## config.mk

```make
export PLATFORM = sky130hd
export DESIGN_NAME = m_ucode_loader
export DESIGN_NICKNAME = d
export VERILOG_FILES = /design/src/rtl/m_ucode_pkg.sv /design/src/rtl/m_bytesum.sv /design/src/rtl/m_ucode_loader.sv
export SDC_FILE = /design/constraint.sdc
export NUM_CORES = 1
export LEC_CHECK = 0
export CORE_MARGIN = 2
export CORE_UTILIZATION = 53
export DETAILED_ROUTE_END_ITERATION = 8
export PLACE_DENSITY = 0.85
export SLEW_MARGIN = 0
export SYNTH_ARGS = -nofsm -noshare
export SYNTH_HDL_FRONTEND = slang
export SYNTH_SLANG_ARGS = --single-unit
```

## constraint.sdc

```tcl
create_clock -name clk -period 3.4 [get_ports clk]
set_clock_uncertainty 0.1 [all_clocks]
set_input_delay 0.68 -clock clk [delete_from_list [all_inputs] [get_ports clk]]
set_output_delay 0.68 -clock clk [all_outputs]
set_load 0.01 [all_outputs]
```

## src/rtl/m_ucode_pkg.sv

```systemverilog
// ============================================================================
// Module   : m_ucode_pkg
// Purpose  : Shared widths and state encoding for the microcode loader.
// Revision : 1.0 - initial release
// ============================================================================
`default_nettype none

package m_ucode_pkg;

  localparam int UCODE_W        = 48;
  localparam int UCODE_ADR_W    = 8;
  localparam int BYTES_PER_WORD = 6;
  localparam int BCNT_W         = 3;

  typedef enum logic [2:0] {
    S_IDLE    = 3'd0,
    S_COLLECT = 3'd1,
    S_WRITE   = 3'd2,
    S_CHECK   = 3'd3,
    S_DONE    = 3'd4,
    S_ERR     = 3'd5
  } state_t;

endpackage

`default_nettype wire

```

## src/rtl/m_bytesum.sv

```systemverilog
// ============================================================================
// Module   : m_bytesum
// Purpose  : 8-bit modulo-256 byte accumulator with synchronous clear.
// Revision : 1.0 - initial release
// ============================================================================
`default_nettype none

module m_bytesum (
  input  logic       clk,
  input  logic       nreset,
  input  logic       clr_i,
  input  logic       add_i,
  input  logic [7:0] byte_i,
  output logic [7:0] sum_o
);

  logic [7:0] sum_q;
  logic [7:0] sum_d;

  // Clear wins over add so a restart never folds in a stale byte.
  always_comb begin
    sum_d = sum_q;
    if (clr_i) begin
      sum_d = 8'd0;
    end else if (add_i) begin
      sum_d = sum_q + byte_i;
    end
  end

  always_ff @(posedge clk or negedge nreset) begin
    if (!nreset) begin
      sum_q <= 8'd0;
    end else begin
      sum_q <= sum_d;
    end
  end

  assign sum_o = sum_q;

endmodule

`default_nettype wire

```

## src/rtl/m_ucode_loader.sv

```systemverilog
// ============================================================================
// Module   : m_ucode_loader
// Purpose  : Packs a byte stream into 48-bit words and writes them to the
//            microcode EBR. Optional trailing checksum byte when the macro
//            UCODE_LOADER_CHECKSUM_EN is defined.
// Revision : 1.0 - initial release
// ============================================================================
`default_nettype none

module m_ucode_loader #(
  parameter int NWORDS         = 256,
  parameter int BYTES_PER_WORD = 6
) (
  input  logic                               clk,
  input  logic                               nreset,
  input  logic                               start,
  input  logic [7:0]                         din,
  input  logic                               din_valid,
  output logic                               din_ready,
  output logic                               we,
  output logic [m_ucode_pkg::UCODE_ADR_W-1:0] wadr,
  output logic [m_ucode_pkg::UCODE_W-1:0]     wdata,
  output logic                               busy,
  output logic                               done,
  output logic                               err
);

  import m_ucode_pkg::*;

  localparam logic [UCODE_ADR_W-1:0] c_LAST_ADR  = UCODE_ADR_W'(NWORDS - 1);
  localparam logic [BCNT_W-1:0]      c_LAST_BYTE = BCNT_W'(BYTES_PER_WORD - 1);

  state_t                 state_q, state_d;
  logic [UCODE_ADR_W-1:0] wadr_q,  wadr_d;
  logic [UCODE_W-1:0]     wdata_q, wdata_d;
  logic [BCNT_W-1:0]      bcnt_q,  bcnt_d;

`ifdef UCODE_LOADER_CHECKSUM_EN
  logic       sum_clr;
  logic       sum_add;
  logic [7:0] sum_q;
  logic [7:0] chk_total;

  assign chk_total = sum_q + din;

  m_bytesum u_bytesum (
    .clk    (clk),
    .nreset (nreset),
    .clr_i  (sum_clr),
    .add_i  (sum_add),
    .byte_i (din),
    .sum_o  (sum_q)
  );
`endif

  always_comb begin
    state_d = state_q;
    wadr_d  = wadr_q;
    wdata_d = wdata_q;
    bcnt_d  = bcnt_q;
`ifdef UCODE_LOADER_CHECKSUM_EN
    sum_clr = 1'b0;
    sum_add = 1'b0;
`endif
    case (state_q)
      S_IDLE, S_DONE, S_ERR: begin
        if (start) begin
          state_d = S_COLLECT;
          wadr_d  = '0;
          bcnt_d  = '0;
`ifdef UCODE_LOADER_CHECKSUM_EN
          sum_clr = 1'b1;
`endif
        end
      end
      S_COLLECT: begin
        if (din_valid) begin
          // Little-endian: byte k of the word lands in bits [8k+7:8k].
          wdata_d[{bcnt_q, 3'b000} +: 8] = din;
`ifdef UCODE_LOADER_CHECKSUM_EN
          sum_add = 1'b1;
`endif
          if (bcnt_q == c_LAST_BYTE) begin
            bcnt_d  = '0;
            state_d = S_WRITE;
          end else begin
            bcnt_d = bcnt_q + 1'b1;
          end
        end
      end
      S_WRITE: begin
        if (wadr_q == c_LAST_ADR) begin
`ifdef UCODE_LOADER_CHECKSUM_EN
          state_d = S_CHECK;
`else
          state_d = S_DONE;
`endif
        end else begin
          wadr_d  = wadr_q + 1'b1;
          state_d = S_COLLECT;
        end
      end
      S_CHECK: begin
`ifdef UCODE_LOADER_CHECKSUM_EN
        if (din_valid) begin
          state_d = (chk_total == 8'd0) ? S_DONE : S_ERR;
        end
`else
        state_d = S_IDLE;
`endif
      end
      default: state_d = S_IDLE;
    endcase
  end

  always_ff @(posedge clk or negedge nreset) begin
    if (!nreset) begin
      state_q <= S_IDLE;
      wadr_q  <= '0;
      wdata_q <= '0;
      bcnt_q  <= '0;
    end else begin
      state_q <= state_d;
      wadr_q  <= wadr_d;
      wdata_q <= wdata_d;
      bcnt_q  <= bcnt_d;
    end
  end

  assign din_ready = (state_q == S_COLLECT) || (state_q == S_CHECK);
  assign we        = (state_q == S_WRITE);
  assign busy      = (state_q == S_COLLECT) || (state_q == S_WRITE) || (state_q == S_CHECK);
  assign done      = (state_q == S_DONE);
  assign wadr      = wadr_q;
  assign wdata     = wdata_q;
`ifdef UCODE_LOADER_CHECKSUM_EN
  assign err       = (state_q == S_ERR);
`else
  assign err       = 1'b0;
`endif

endmodule

`default_nettype wire

```

# Word level (Yosys, flattened, before mapping)
# Cells that the tools add are included.
# classes
n_addsub,3
n_eq_ne,11
n_shift,2
mux,13
n_reduce_logical,11
# op_table
op,count
$bwmux W48,1
$shift A8 B8 Y48 const A,1
$shiftx A8 B8 Y48,1
$mux W3,7
$mux W8,2
$pmux W8 S2,1
$eq A3 B3 Y1 const B,3
$pmux W3 S3,1
$reduce_and A3 Y1,3
$add A8 B1 Y8 const B,1
$eq A8 B8 Y1 const B,1
$ne A2 B2 Y1 const B,4
$neg A6 Y8,1
$eq A3 B2 Y1 const B,2
$pmux W3 S2,1
$reduce_bool A2 Y1,2
$add A3 B1 Y3 const B,1
$eq A3 B1 Y1 const B,1
$logic_not A3 Y1,1
$logic_or A1 B1 Y1,3
$reduce_or A3 Y1,1
$reduce_and A2 Y1,1
# word_totals
register_bits,62
inputBits,12
out_inout_bits,61
word_cells,44

# Logic depth before layout (Yosys ltp)
# depth
word_depth,4
ltp_mapped,9
ltp_nobuf,6

# Worst setup path before layout
# OpenSTA, ideal clock, no wires.
# synth_timing
path_kind,register -> register
start,register bcnt_q[0]
end,"register wdata_q[32], in the netlist wdata[32]"
setup_time_ns,0.125
t_arrival_ns,1.975
required_ns,3.175
path_slack_ns,1.200
path_stages_with_launch,8
n_path_buf,1
period_less_slack_ns,2.200
path_cell_list,dfrtp_1 buf_2 inv_1 ha_1 ha_1 nor3_1 nand2_8 mux2_4
# synth_via
elab_chain_len,3
word_cells_on_any_way,4
classes_between,add/sub: 1; shift: 2; mux: 1
# synth_rtl
item,line,source
start: declaration,m_ucode_loader.sv:36,"logic [BCNT_W-1:0] bcnt_q, bcnt_d;"
start signal: assignment,m_ucode_loader.sv:126,bcnt_q <= bcnt_d;
$neg A6 Y8 (*),m_ucode_loader.sv:79,"wdata_d[{bcnt_q, 3'b000} +: 8] = din;"
$shiftx A8 B8 Y48 or $shift A8 B8 Y48 (tied branches),m_ucode_loader.sv:79,
$bwmux W48 (*),m_ucode_loader.sv:79,
end signal: assignment,m_ucode_loader.sv:125,wdata_q <= wdata_d;
end: declaration,m_ucode_loader.sv:35,"logic [UCODE_W-1:0] wdata_q, wdata_d;"
# Mark *: on every way between the ends. The rest lies on a longest branch, timed or not.
# A chain may end at the register's enable or synchronous reset.

# Worst setup path in the final report
# layout_timing
start,register state_q[1]
end,output port we
# layout_via
elab_chain_len,1
# layout_rtl
item,line,source
start: declaration,m_ucode_loader.sv:33,"state_t state_q, state_d;"
start signal: assignment,m_ucode_loader.sv:123,state_q <= state_d;
$eq A3 B2 Y1,m_ucode_loader.sv:131,assign we = (state_q == S_WRITE);
end: declaration,m_ucode_loader.sv:20,"output logic we,"
# Every way passes these cells.

==> run metrics <==
final wirelength=6650 µm; Max VDD drop=0.000576 V; yosys warns=0; actual slew at the worst max-slew pin=0.777 ns; Min Hold Slack=0.223 ns; top cells by area, synth=dfrtp_1 53%, mux2_4 5.6%, mux2_2 4.6%; vias in the first global route=2160; initial antenna violation count=0; average cell area after synthesis=11.2 µm²; DRC=0; Worst Hold Class=input port to asynchronous set/reset pin; pin count of the biggest net entering global routing=38; fillers=370; Chip Width=78.5 µm; Cell variety after synth=47; CTS Sinks=62; GPL Wtd Cong=0.795; DRT antenna net count=0; status=completed; Syn Nets=284; Die Y-Extent=78.5 µm; critical path type=flop to primary output; unrepaired setup endpoints after global routing=false; most frequent cells after synthesis=62 x dfrtp_1, 34 x nand2_1, 19 x o21ai_0; # setup viols final=0; P&R area growth vs syn=32.6%; fin. max-slew vios=0; part of the Yosys area used for sequential elements=52.7%; P per Cell Area=868 mW/mm²; ant diodes=0; PortBufs=71; # Max-Cap Violations=0; CP Data Arrival Time=2.01 ns; Worst Path Max Fanout=10; Top FF cell, synth=dfrtp_1; Rows=27; PostCTS Resize Cnt=0; multi-input logic area=0.00125 mm²; share of the synthesized area in the top cell type=52.7%; deepest clock path buffer count=2; Reg area=0.00155 mm²; WL met2=3190 µm; Die Area=0.00617 mm²; CTS root buf=clkbuf_8; Top-Level Pins=73; count of flip-flops with a built-in enable after synthesis=0; fmax=359 MHz; CTS Hold Bufs=0; Mapped Area=0.00295 mm²; DR WL/cell=16.1 µm; grt total ovfl=0; total power=3.39 mW; hpwl dp=4710 µm; DR pass1 iterations=4; All-Layer GR Usage=23.3%; Worst Setup Start Kind=flop; Vias/cell=5.55; DR vias=2286; WL met1=3070 µm; postcts setup bufs=0; CTS H-tree depth=3; met3 WL=253 µm; worst skew pair latency=0.33 ns; Required @ worst endpoint=2.62 ns; layout cells sized above 1=17.4%; Nets=355; CP Capture Type=primary output; Synth Instances=264; Setup TNS Final=0 ns; Async S/R FF share, synth=100%; Synth Register Bits=62; Tmin final=2.79 ns; first-pass GRT wire length=11000 µm; FF-to-FF setup slack=0.80 ns; top-count cell post-synth=dfrtp_1; clock-pin slew on the worst setup and hold paths=0.07 ns; CTS Buf Count=9; area leader, netlist=dfrtp_1; uppermost layer routed=met4; DR iter-0 viols=219; starting density of the core=54.2%; CTS tree=yes; Pleak=1.75 nW; part of the cycle the worst path needs=82.0%; relative slew slack=48.1%; core box area=0.00544 mm²; Fin. Hold Viols=0
==> sequential cells by signal, summed over array words and instances, names as in the netlist <==
name	count
wadr	8
state_q	3
wdata	48
bcnt_q	3
==> area by class of cell <==
class                   count  share of cell area (%)
inverters                  12                    1.28
flip-flops and latches     62                    39.7
repair buffers             72                    18.3
multi-input cells         178                    32.1
clock inverters             6                    2.79
well taps                  72                    2.31
clock buffers              10                    3.52
==> placed cells by master (no fill, tap or decap), types with 2 or more instances in the layout <==
cell type and count:
mux2_4 11, o21ai_1 5, bufinv_16 3, mux2_2 12, nand2_1 34, and3_1 6, and2_1 2, ha_1 8
nand4_1 11, clkinv_2 2, o21ai_0 19, inv_1 11, nor2_1 9, nor3_1 5, a21bo_2 8, nor3b_1 2
a21oi_1 4, clkdlybuf4s50_1 70, dfrtp_1 62, or2_2 2, clkbuf_8 10, and4bb_2 2, nand3_1 12, o22ai_1 2
a211o_1 2, nand2b_1 2, clkinv_4 2
==> path summary, 6_finish.rpt <==
kind	from	endpoint	depth (start not counted)
worst max-delay path	state_q[1]	we	3
worst min-delay path	nreset	wdata[19]	1
worst max register to register	bcnt_q[0]	wdata[17]	6
worst min register to register	wdata[27]	wdata[27]	2
max in group asynchronous	nreset	wdata[40]	2
min in group clk	wdata[27]	wdata[27]	2
==> critical path, cell delays in order (launching register included) <==
cell and delay, ns:
dfrtp_1 0.50, or3b_1 0.52, clkinv_4 0.12, clkdlybuf4s50_1 0.53
==> routing by layer <==
layer / global-route usage [%] / vias up
li1: - / 1074
met1: 32.0 / 1128
met2: 36.1 / 66
met3: 4.94 / 18
met4: 9.65 / 0
met5: 0 / -
==> through the flow <==
stage | instances | utilization (%) | cell area (µm²) | setup WS [ns]
after CTS | 412 | 71.8 | 3910 | 0.618
after global placement | 396 | 67.3 | 3660 | 0.814
final | 412 | 71.8 | 3910 | 0.614
after floorplan | 264 | - | 2950 | 1.20
after global routing | 412 | 71.8 | 3910 | 0.529
after detailed placement | 396 | 67.3 | 3660 | 0.752
==> power by group <==
group          internal (mW)  total (mW)  switching [mW]  leakage, nW
clock network          0.505       0.790           0.285        0.126
registers              0.992        1.20           0.212        0.819
logic                  0.754        1.40           0.642        0.801
total                   2.25        3.39            1.14         1.75
==> cells by family after synthesis <==
family / Yosys count / synth area share [%]
compound gates: 50 / 11.6
fa+ha+maj: 8 / 3.40
buf+inv: 24 / 4.71
flops: 62 / 52.7
mux: 23 / 10.2
other cells: 1 / 0.127
simple gates: 96 / 17.3
No activity file was read; power rests on OpenSTA's default activity.
